$ cat src/rtl/counter_pkg.sv
// Shared encodings for the up/down modulo counter.
package counter_pkg;

  localparam logic MODE_WRAP = 1'b0;
  localparam logic MODE_SAT  = 1'b1;

endpackage

$ cat src/rtl/counter_next.sv
// Combinational next-count logic: steps toward the bound, then either wraps
// or reports a blocked (saturating) attempt.
import counter_pkg::*;

module counter_next #(
  parameter int unsigned      WIDTH = 8,
  parameter logic [WIDTH-1:0] MAX   = {WIDTH{1'b1}}
) (
  input  logic [WIDTH-1:0] out,
  input  logic             ud,
  input  logic             mode,
  output logic [WIDTH-1:0] nxt,
  output logic             wrap,
  output logic             sat
);

  logic at_bound;

  always_comb begin
    nxt      = out;
    wrap     = 1'b0;
    sat      = 1'b0;
    at_bound = ud ? (out == MAX) : (out == '0);
    if (!at_bound) begin
      // Only reached below the bound, so the increment never overflows WIDTH.
      nxt = ud ? (out + WIDTH'(1)) : (out - WIDTH'(1));
    end else if (mode == MODE_WRAP) begin
      nxt  = ud ? '0 : MAX;
      wrap = 1'b1;
    end else begin
      sat = 1'b1;
    end
  end

endmodule

$ cat src/rtl/counter_ud_mod.sv
// Up/down counter with programmable bound, wrap or saturate behaviour,
// clamped load, wrap pulse and sticky saturation flag.
import counter_pkg::*;

module counter_ud_mod #(
  parameter int unsigned      WIDTH = 8,
  parameter longint unsigned  MAX   = (64'd1 << WIDTH) - 64'd1
) (
  input  logic             clk,
  input  logic             reset,
  input  logic             en,
  input  logic             ud,
  input  logic             load,
  input  logic [WIDTH-1:0] load_val,
  input  logic             mode,
  input  logic             clr_flag,
  output logic [WIDTH-1:0] out,
  output logic             tc,
  output logic             wrap_evt,
  output logic             sat_flag
);

  if (WIDTH < 2 || WIDTH > 32 || MAX == 0 || MAX > ((64'd1 << WIDTH) - 64'd1)) begin : g_bad_param
    $error("counter_ud_mod: WIDTH must be 2..32 and MAX must be 1..2**WIDTH-1");
  end

  localparam logic [WIDTH-1:0] MAX_V = WIDTH'(MAX);

  logic [WIDTH-1:0] out_reg;
  logic             wrap_reg;
  logic             sat_reg;
  logic [WIDTH-1:0] step_next;
  logic             step_wrap;
  logic             step_sat;
  logic [WIDTH-1:0] load_clamped;

  counter_next #(
    .WIDTH (WIDTH),
    .MAX   (MAX_V)
  ) u_next (
    .out  (out_reg),
    .ud   (ud),
    .mode (mode),
    .nxt  (step_next),
    .wrap (step_wrap),
    .sat  (step_sat)
  );

  assign load_clamped = (load_val > MAX_V) ? MAX_V : load_val;

  always_ff @(posedge clk) begin
    if (reset) begin
      out_reg  <= '0;
      wrap_reg <= 1'b0;
      sat_reg  <= 1'b0;
    end else begin
      if (load) begin
        out_reg <= load_clamped;
      end else if (en) begin
        out_reg <= step_next;
      end
      wrap_reg <= !load && en && step_wrap;
      // A blocked count on the same edge as a clear keeps the flag set.
      sat_reg  <= (sat_reg && !clr_flag) || (!load && en && step_sat);
    end
  end

  assign out      = out_reg;
  assign wrap_evt = wrap_reg;
  assign sat_flag = sat_reg;
  assign tc       = ud ? (out_reg == MAX_V) : (out_reg == '0);

endmodule
$ cat config.mk
export PLATFORM = sky130hd
export DESIGN_NAME = counter_ud_mod
export DESIGN_NICKNAME = d
export VERILOG_FILES = /design/src/rtl/counter_pkg.sv /design/src/rtl/counter_next.sv /design/src/rtl/counter_ud_mod.sv
export SDC_FILE = /design/constraint.sdc
export NUM_CORES = 1
export LEC_CHECK = 0
export CAP_MARGIN = 20
export CORE_AREA = 2 2 46 48
export CTS_CLUSTER_DIAMETER = 60
export DETAILED_ROUTE_END_ITERATION = 10
export DIE_AREA = 0 0 48 50
export GPL_TIMING_DRIVEN = 0
export HOLD_SLACK_MARGIN = 0.08
export PLACE_DENSITY_LB_ADDON = 0.12
export SLEW_MARGIN = 20
export SYNTH_ARGS = -nofsm -noshare
export SYNTH_HDL_FRONTEND = slang
export SYNTH_SLANG_ARGS = --single-unit
$ cat constraint.sdc
create_clock -name clk -period 2.9 [get_ports clk]
set_input_delay 0.58 -clock clk [delete_from_list [all_inputs] [get_ports clk]]
set_output_delay 0.58 -clock clk [all_outputs]
set_load 0.005 [all_outputs]
# Word-level counts from Yosys, hierarchy flattened
# Index checks and enable logic that the tools add are counted.
# W data, S select, Z words.
dict set report word_totals {
  register_bits 10
  input_bits 15
  out_inout_bits 11
  wordCells 30
}
dict set report classes {
  add_sub_neg 2
  order_cmp 1
  eq_ne 2
  mux 12
  reduce_logical 10
}
# operator count
set ops {}
lappend ops {{$mux W8} 7}
lappend ops {{$add A8 B1 Y8 const B} 1}
lappend ops {{$eq A8 B8 Y1 const B} 1}
lappend ops {{$gt A8 B8 Y1 const B} 1}
lappend ops {{$logic_not A8 Y1} 1}
lappend ops {{$sub A8 B1 Y8 const B} 1}
lappend ops {{$mux W1} 5}
lappend ops {{$logic_and A1 B1 Y1} 4}
lappend ops {{$ne A3 B3 Y1 const B} 1}
lappend ops {{$logic_not A1 Y1} 2}
lappend ops {{$reduce_and A2 Y1} 1}
lappend ops {{$reduce_bool A2 Y1} 1}
lappend ops {{$logic_or A1 B1 Y1} 1}

# Logic depth before layout (Yosys ltp)
# Gate-level depths: netlist of run 1.
dict set report depth {
  depth_word 5
  ltp_mapped 7
  mapped_depth_nobuf 7
}

# Modules after synthesis
# Synthesis of run 1 repeated with hierarchy kept, for this count alone.
dict set report unflattened {
  cells_unflattened 116
  hier_area_um2 1021.0
}
# module instances cells_each area_each_um2 seq_area_each_um2
set by_module_without_submodules {}
lappend by_module_without_submodules {counter_ud_mod 1 49 524.3 200.2}
lappend by_module_without_submodules {counter_next 1 67 496.7 0.0}

# Worst setup path after synthesis of run 1
# Ideal clock, no wire load.
dict set report synth_timing {
  kind {in2reg}
  startpoint {input port ud}
  endpoint {register out_reg[6] (netlist: out[6])}
  setup_time_ps 86
  arrival_ps 2054
  required_ps 2814
  path_slack_ps 760
  cell_stages 7
  path_buffers 0
  cell_sequence {inv_1 > fa_1 > a211oi_1 > o211ai_1 > o41ai_1 > o21ai_0 > a221oi_2}
}
dict set report synth_between {
  elab_chain_cells 5
  elab_cells_between_ends 9
  cone_classes {eq/ne (1); mux (7); reduce/logical (1)}
}
# item line
set synth_lines {}
lappend synth_lines {{start: declaration} counter_ud_mod.sv:12} ;# input logic ud,
lappend synth_lines {{$mux W8} counter_next.sv:28} ;# nxt = ud ? '0 : MAX;
lappend synth_lines {{$mux W8} counter_next.sv:27} ;# end else if (mode == MODE_WRAP) begin
lappend synth_lines {{$mux W8} counter_next.sv:24} ;# if (!at_bound) begin
lappend synth_lines {{$mux W8} counter_ud_mod.sv:59} ;# end else if (en) begin
lappend synth_lines {{$mux W8} counter_ud_mod.sv:57} ;# if (load) begin
lappend synth_lines {{end signal: assignment} counter_ud_mod.sv:58} ;# out_reg <= load_clamped;
lappend synth_lines {{end signal: assignment} counter_ud_mod.sv:60} ;# out_reg <= step_next;
lappend synth_lines {{end: declaration} counter_ud_mod.sv:29} ;# logic [WIDTH-1:0] out_reg;
# Parallel ways exist; a longest one is shown, timed or not. The select of a mux whose other input is x is not followed.
# A chain may end at the register's enable or synchronous reset.

# Worst setup path in the final report of run 1
dict set report layout_timing {
  startpoint {register out_reg[2] (netlist: out[2])}
  endpoint {output port tc}
}
dict set report layout_between {
  elab_chain_cells 2
  elab_cells_between_ends 3
  cone_classes {eq/ne (1); mux (1); reduce/logical (1)}
}
# item line
set layout_lines {}
lappend layout_lines {{$eq A8 B8 Y1 or $logic_not A8 Y1 (tied branches)} counter_ud_mod.sv:71} ;# assign tc = ud ? (out_reg == MAX_V) : (out_reg == '0);
lappend layout_lines {{$mux W1 *} counter_ud_mod.sv:71}
lappend layout_lines {{end: declaration} counter_ud_mod.sv:18} ;# output logic tc,
# Every way passes the cells marked *; elsewhere a longest branch is shown, timed or not.

==> flow_summary.ini, run 1 <==
[run_status]
status = completed

[detailed_routing]
drt_iter0_drc = 13
ant_nets = 0
first_pass_iters = 4
vias_per_cell = 5.52
drc = 0
routed_wl_mm = 2.19
wire_per_inst_um = 13.6
vias = 888

[finish]
multi_input_area_um2 = 632
largest_reg_flops = 8
final_layout_size_suffix_gt1_frac = 0.157
nets = 158
areaGrowthSynthToFinish_pct = 38.3
regArea_um2 = 200
fillers = 166
fin_util = 0.630
antenna_cells = 0

[worst_setup_path]
critPathMaxStageDelay_ns = 0.49
crit_chain = nor4_4 > and3_1 > nor2_2 > inv_2 > clkdlybuf4s50_1
path_class = reg -> out
cp_data_required_time_ns = 2.32
startpoint_type = flip-flop
path_buf_inv = 2
cpMaxStageDelayCell = clkdlybuf4s50_1
critPathCaptureType = output pin
path_max_fanout = 6
crit_arrival_ns = 1.93
crit_family = simple AND/OR/NAND/NOR gates

[logic_synthesis]
post_synth_inst_count = 105
syn_nets = 127
async_flop_share = 0
synth-edff-count = 0
synthDistinctLibCells = 38
syn_area_um2 = 866
syn_area_per_cell_um2 = 8.25
ys.flop_type = dfxtp_1
ys_seq_area_frac = 0.231
yosysWarnings = 0
ys_seq_elements = 10

[clocking]
htreeDepth = 1
clk_pin_slew_worst_paths_ns = 0.06
cts_max_path_buffers = 2
cts_buffers = 3
clock_latency_ns = 0.27
clock_sink_count = 10
root_buffer = clkbuf_4
cts_hold_buf = 0
tritoncts = done

[floorplanning]
start_util = 0.455
die_h_um = 50
fp-row-count = 16
die_x_um = 48
core_um2 = 1900
dieArea_um2 = 2400
pin_count = 26

[timing]
final_max_slew_viol_count = 0
period_needed_ns = 2.51
finalSetupTns_ns = 0
finalCritPeriodShare = 0.865
clock_skew_ns = 0.00111
hold_viol = 0
relSlewSlack = 0.723
fmax_mhz = 399
max_slew.worst_pin.slew_ns = 0.413
rsz0062_at_grt = no
setup_viol = 0

[global_routing]
grt_pass1_vias = 830
grt_max_degree = 11
overflow = 0
antenna_found_initial = 0
grt_usage = 0.210
grt_pass1_wl_mm = 3.69

[power_and_ir_drop]
clkPwrFrac = 0.212
p_seq_frac = 0.369
p_comb_frac = 0.418
power_leakage_nw = 0.487
swShare = 0.361
peakVddDrop_mv = 0.220
power.switching_uw = 166
intPower_uw = 294
power_density_nw_per_um2 = 384

[placed_design]
portBuffers = 25
dp_hpwl_mm = 1.78
gp_congestion = 0.789

[worst_hold_path]
hp-class = reg -> reg

[run]
drv_cap = 0
## tightest hold or removal path, cell delays in order (launching register included)
cell	delay [ns]
dfxtp_1	0.31
nand2b_1	0.07
a21oi_1	0.06
## logic make-up (layout without fill, tap and decap cells)
group,after synthesis,count (layout),synth area share
fa+ha+maj,7,7,0.110
mux,1,1,0.0116
simple gates,34,34,0.215
xor+xnor,5,5,0.0506
compound gates,35,35,0.325
buf+inv,13,42,0.0564
flops,10,10,0.231
## power groups by stage
stage               sequential (mW)  clock (mW)  combinational [mW]
floorplan                     0.167           0               0.120
global placement              0.170           0               0.186
detailed placement            0.171           0               0.190
CTS                           0.168       0.100               0.192
global route                  0.172       0.108               0.213
finish                        0.170      0.0975               0.192
## cell type report
| type | count | area share |
|---|---|---|
| clock buffers | 3 | 0.0188 |
| inverters | 12 | 0.0376 |
| flip-flops and latches | 10 | 0.167 |
| multi-input cells | 82 | 0.528 |
| plain buffers | 1 | 0.00313 |
| well taps | 27 | 0.0282 |
| repair buffers | 26 | 0.217 |
## worst paths after layout
check | start | end | slack [ns] | depth (start not counted)
worst max-delay path | out[2]$_SDFFE_PP0P_ | tc | 0.39 | 5
worst min-delay path | sat_flag$_SDFF_PP0_ | sat_flag$_SDFF_PP0_ | 0.48 | 2
worst max register to register | out[0]$_SDFFE_PP0P_ | out[6]$_SDFFE_PP0P_ | 0.87 | 6
worst min register to register | sat_flag$_SDFF_PP0_ | sat_flag$_SDFF_PP0_ | 0.48 | 2
## cells in the final DEF (no fill, tap or decap), drive strengths merged, types with 4 or more instances in the layout
master / Yosys / routed
clkbuf: 1 / 4
nor3: 4 / 4
inv: 12 / 12
dfxtp: 10 / 10
a211oi: 6 / 6
o21ai: 9 / 9
nor2: 14 / 14
clkdlybuf4s50: 0 / 24
ha: 6 / 6
nand2: 4 / 4
## through the flow
stage | cell area [µm²] | std cells | setup WS, ns | power [mW] | hold slack (ns)
final | 1200 | 161 | 0.392 | 0.460 | 0.477
after global routing | 1200 | 161 | 0.291 | 0.493 | 0.523
after CTS | 1190 | 161 | 0.0562 | 0.460 | 0.482
after detailed placement | 1150 | 157 | -0.203 | 0.361 | 0.473
after global placement | 1150 | 157 | -0.179 | 0.356 | 0.461
after floorplan | 866 | 105 | 0.760 | 0.287 | 0.460
## Yosys cell counts, types with 2 or more instances
master	instances	area, µm²
nand2_1	4	15.0
a221oi_2	2	30.0
o21ai_0	9	45.0
a211oi_1	4	30.0
xor2_1	3	26.3
nor3_1	4	20.0
inv_1	10	37.5
a31oi_1	2	12.5
nand3_1	2	10.0
a21oi_1	3	15.0
dfxtp_1	10	200
ha_1	6	75.1
o211ai_1	3	22.5
nor4_1	2	12.5
nor2_2	2	12.5
xnor2_1	2	17.5
nor2_1	12	45.0
nand2b_1	3	18.8
inv_2	2	7.51
a211oi_2	2	25.0
## routing by layer
layer | up-vias | routed length [µm] | part of all wire | GRT usage
li1 | 453 | - | - | -
met1 | 412 | 1010 | 0.46 | 0.279
met2 | 19 | 1070 | 0.49 | 0.336
met3 | 4 | 90 | 0.041 | 0.0549
met4 | 0 | 20 | 0.0091 | 0.0405
met5 | - | 0 | 0 | 0
## repair_timing
| action | CTS | global route |
|---|---|---|
| endpoints found under the setup margin | 1 | 1 |
| setup buffers | 1 | 0 |
| pin swaps | 1 | 0 |
| resized for setup | 2 | 2 |
No activity file was read; power rests on OpenSTA's default activity.
==> inputs of run 2 (changes only) <==
PLACE_DENSITY = 0.78   (was unset)
PLACE_DENSITY_LB_ADDON = unset   (was 0.12)
==> run 2 against run 1 <==
  * Register-to-register slack better by 0.05 ns
  * Critical path depth stayed put
  * Sequential power barely moved
  * Non-clock buffer count rose by 2
  * Core utilization up 0.53 points
  * Die area is the same
  * Sequential share of layout area is 0.14 points lower
  * Wire length rose by 2.6%
  * Sequential cell count unchanged
  * Largest power group unchanged
  * Highest routed layer unchanged
==> flow_summary.ini, run 2 (synthesis gave the netlist of run 1 again) <==
[finish]
mostFrequentLayoutCells = clkdlybuf4s50_1 (24), nor2_1 (12), dfxtp_1 (10)
final_common_cell = clkdlybuf4s50_1
fin_util = 0.635
largest_reg_flops = 8
nets = 160
antenna_cells = 0
fillers = 162
final_area_um2 = 1210
final_layout_size_suffix_gt1_frac = 0.169
areaGrowthSynthToFinish_pct = 39.5

[power_and_ir_drop]
power_density_nw_per_um2 = 380
clkPwrFrac = 0.215
intPower_uw = 294
power_leakage_nw = 0.491
p_comb_frac = 0.419
swShare = 0.359
peakVddDrop_mv = 0.337
power.switching_uw = 165
power.total_uw = 459
p_seq_frac = 0.366

[global_routing]
grt_max_degree = 11
overflow = 0
grt_pass1_wl_mm = 3.53
antenna_found_initial = 0
grt_pass1_vias = 814
grt_usage = 0.207

[timing]
setup_slack_ns = 0.364
clock_skew_ns = 0.00376
finalCritPeriodShare = 0.874
period_needed_ns = 2.54
rsz0062_at_grt = no
fmax_mhz = 394
setup_viol = 0
final_max_slew_viol_count = 0
relSlewSlack = 0.708
max_slew.worst_pin.slew_ns = 0.439
hold_viol = 0

[worst_setup_path]
crit_chain = nand3_1 > nor4_4 > nor2_2 > inv_2 > clkdlybuf4s50_1
crit_arrival_ns = 1.96
path_buf_inv = 2
cp_data_required_time_ns = 2.32
path_class = reg -> out
critPathCaptureType = output pin
crit_family = simple AND/OR/NAND/NOR gates
critPathMaxStageDelay_ns = 0.49
startpoint_type = flip-flop
path_max_fanout = 6
cpMaxStageDelayCell = clkdlybuf4s50_1

[floorplanning]
fp-row-count = 16
start_util = 0.455
die_h_um = 50
die_x_um = 48
dieArea_um2 = 2400
pin_count = 26
core_um2 = 1900

[placed_design]
gp_congestion = 0.847
portBuffers = 25
dp_hpwl_mm = 1.71
place_area_um2 = 1150
post-place-ws_ns = -0.174

[detailed_routing]
drc = 0
vias = 936
vias_per_cell = 5.74
routed_wl_mm = 2.25
first_pass_iters = 4
wire_per_inst_um = 13.8
ant_nets = 0
drt_iter0_drc = 35

[clocking]
clock_sink_count = 10
clk_pin_slew_worst_paths_ns = 0.07
root_buffer = clkbuf_4
clock_latency_ns = 0.27
tritoncts = done
cts_max_path_buffers = 2
htreeDepth = 1
cts_buffers = 3
cts_hold_buf = 0

[run_status]
status = completed

[worst_hold_path]
hp-class = reg -> reg

[run]
drv_cap = 0
## run 2: final cells by class
type	count	area, µm²	area share
multi-input cells	82	623	0.516
repair buffers	28	275	0.228
flip-flops and latches	10	200	0.166
inverters	12	48.8	0.0404
well taps	27	33.8	0.0280
clock buffers	3	22.5	0.0187
plain buffers	1	3.75	0.00311
## run 2: per-stage QoR
stage	hold WS (ns)	std cells	TNS [ns]
2_1_floorplan	0.460	105	0
3_3_place_gp	0.459	157	-0.209
3_5_place_dp	0.477	157	-0.200
4_1_cts	0.488	161	0
5_1_grt	0.499	163	0
6_report	0.483	163	0
## run 2: power groups by stage
stage / sequential (mW) / clock (mW) / combinational (mW)
CTS: 0.167 / 0.0999 / 0.188
floorplan: 0.167 / 0 / 0.120
finish: 0.168 / 0.0985 / 0.192
global placement: 0.169 / 0 / 0.183
global route: 0.170 / 0.108 / 0.212
detailed placement: 0.170 / 0 / 0.187
## run 2: path summary, 6_finish.rpt
| check | start | endpoint | slack, ns | cells after the start |
|---|---|---|---|---|
| max | out[0]$_SDFFE_PP0P_ | tc | 0.36 | 5 |
| min | sat_flag$_SDFF_PP0_ | sat_flag$_SDFF_PP0_ | 0.48 | 2 |
| max reg2reg | out[0]$_SDFFE_PP0P_ | out[6]$_SDFFE_PP0P_ | 0.92 | 6 |
| min reg2reg | sat_flag$_SDFF_PP0_ | sat_flag$_SDFF_PP0_ | 0.48 | 2 |
## run 2: metal layers
layer / wire [µm] / GRT usage
met1: 924 / 0.284
met2: 1100 / 0.300
met3: 197 / 0.0696
met4: 29 / 0.0631
met5: 0 / 0
## run 2: worst register-to-register path: stages (launching register included)
cell	delay (ns)
dfxtp_1	0.39
fa_1	0.46
a211oi_1	0.39
o211ai_1	0.16
o41ai_1	0.08
o21ai_0	0.16
a221oi_2	0.25
## run 2: repair_timing
action | CTS | global route
hold endpoints to repair | 0 | 0
endpoints found under the setup margin | 1 | 1
gates resized for setup | 0 | 3
pin swaps | 1 | 0
setup buffers | 1 | 2
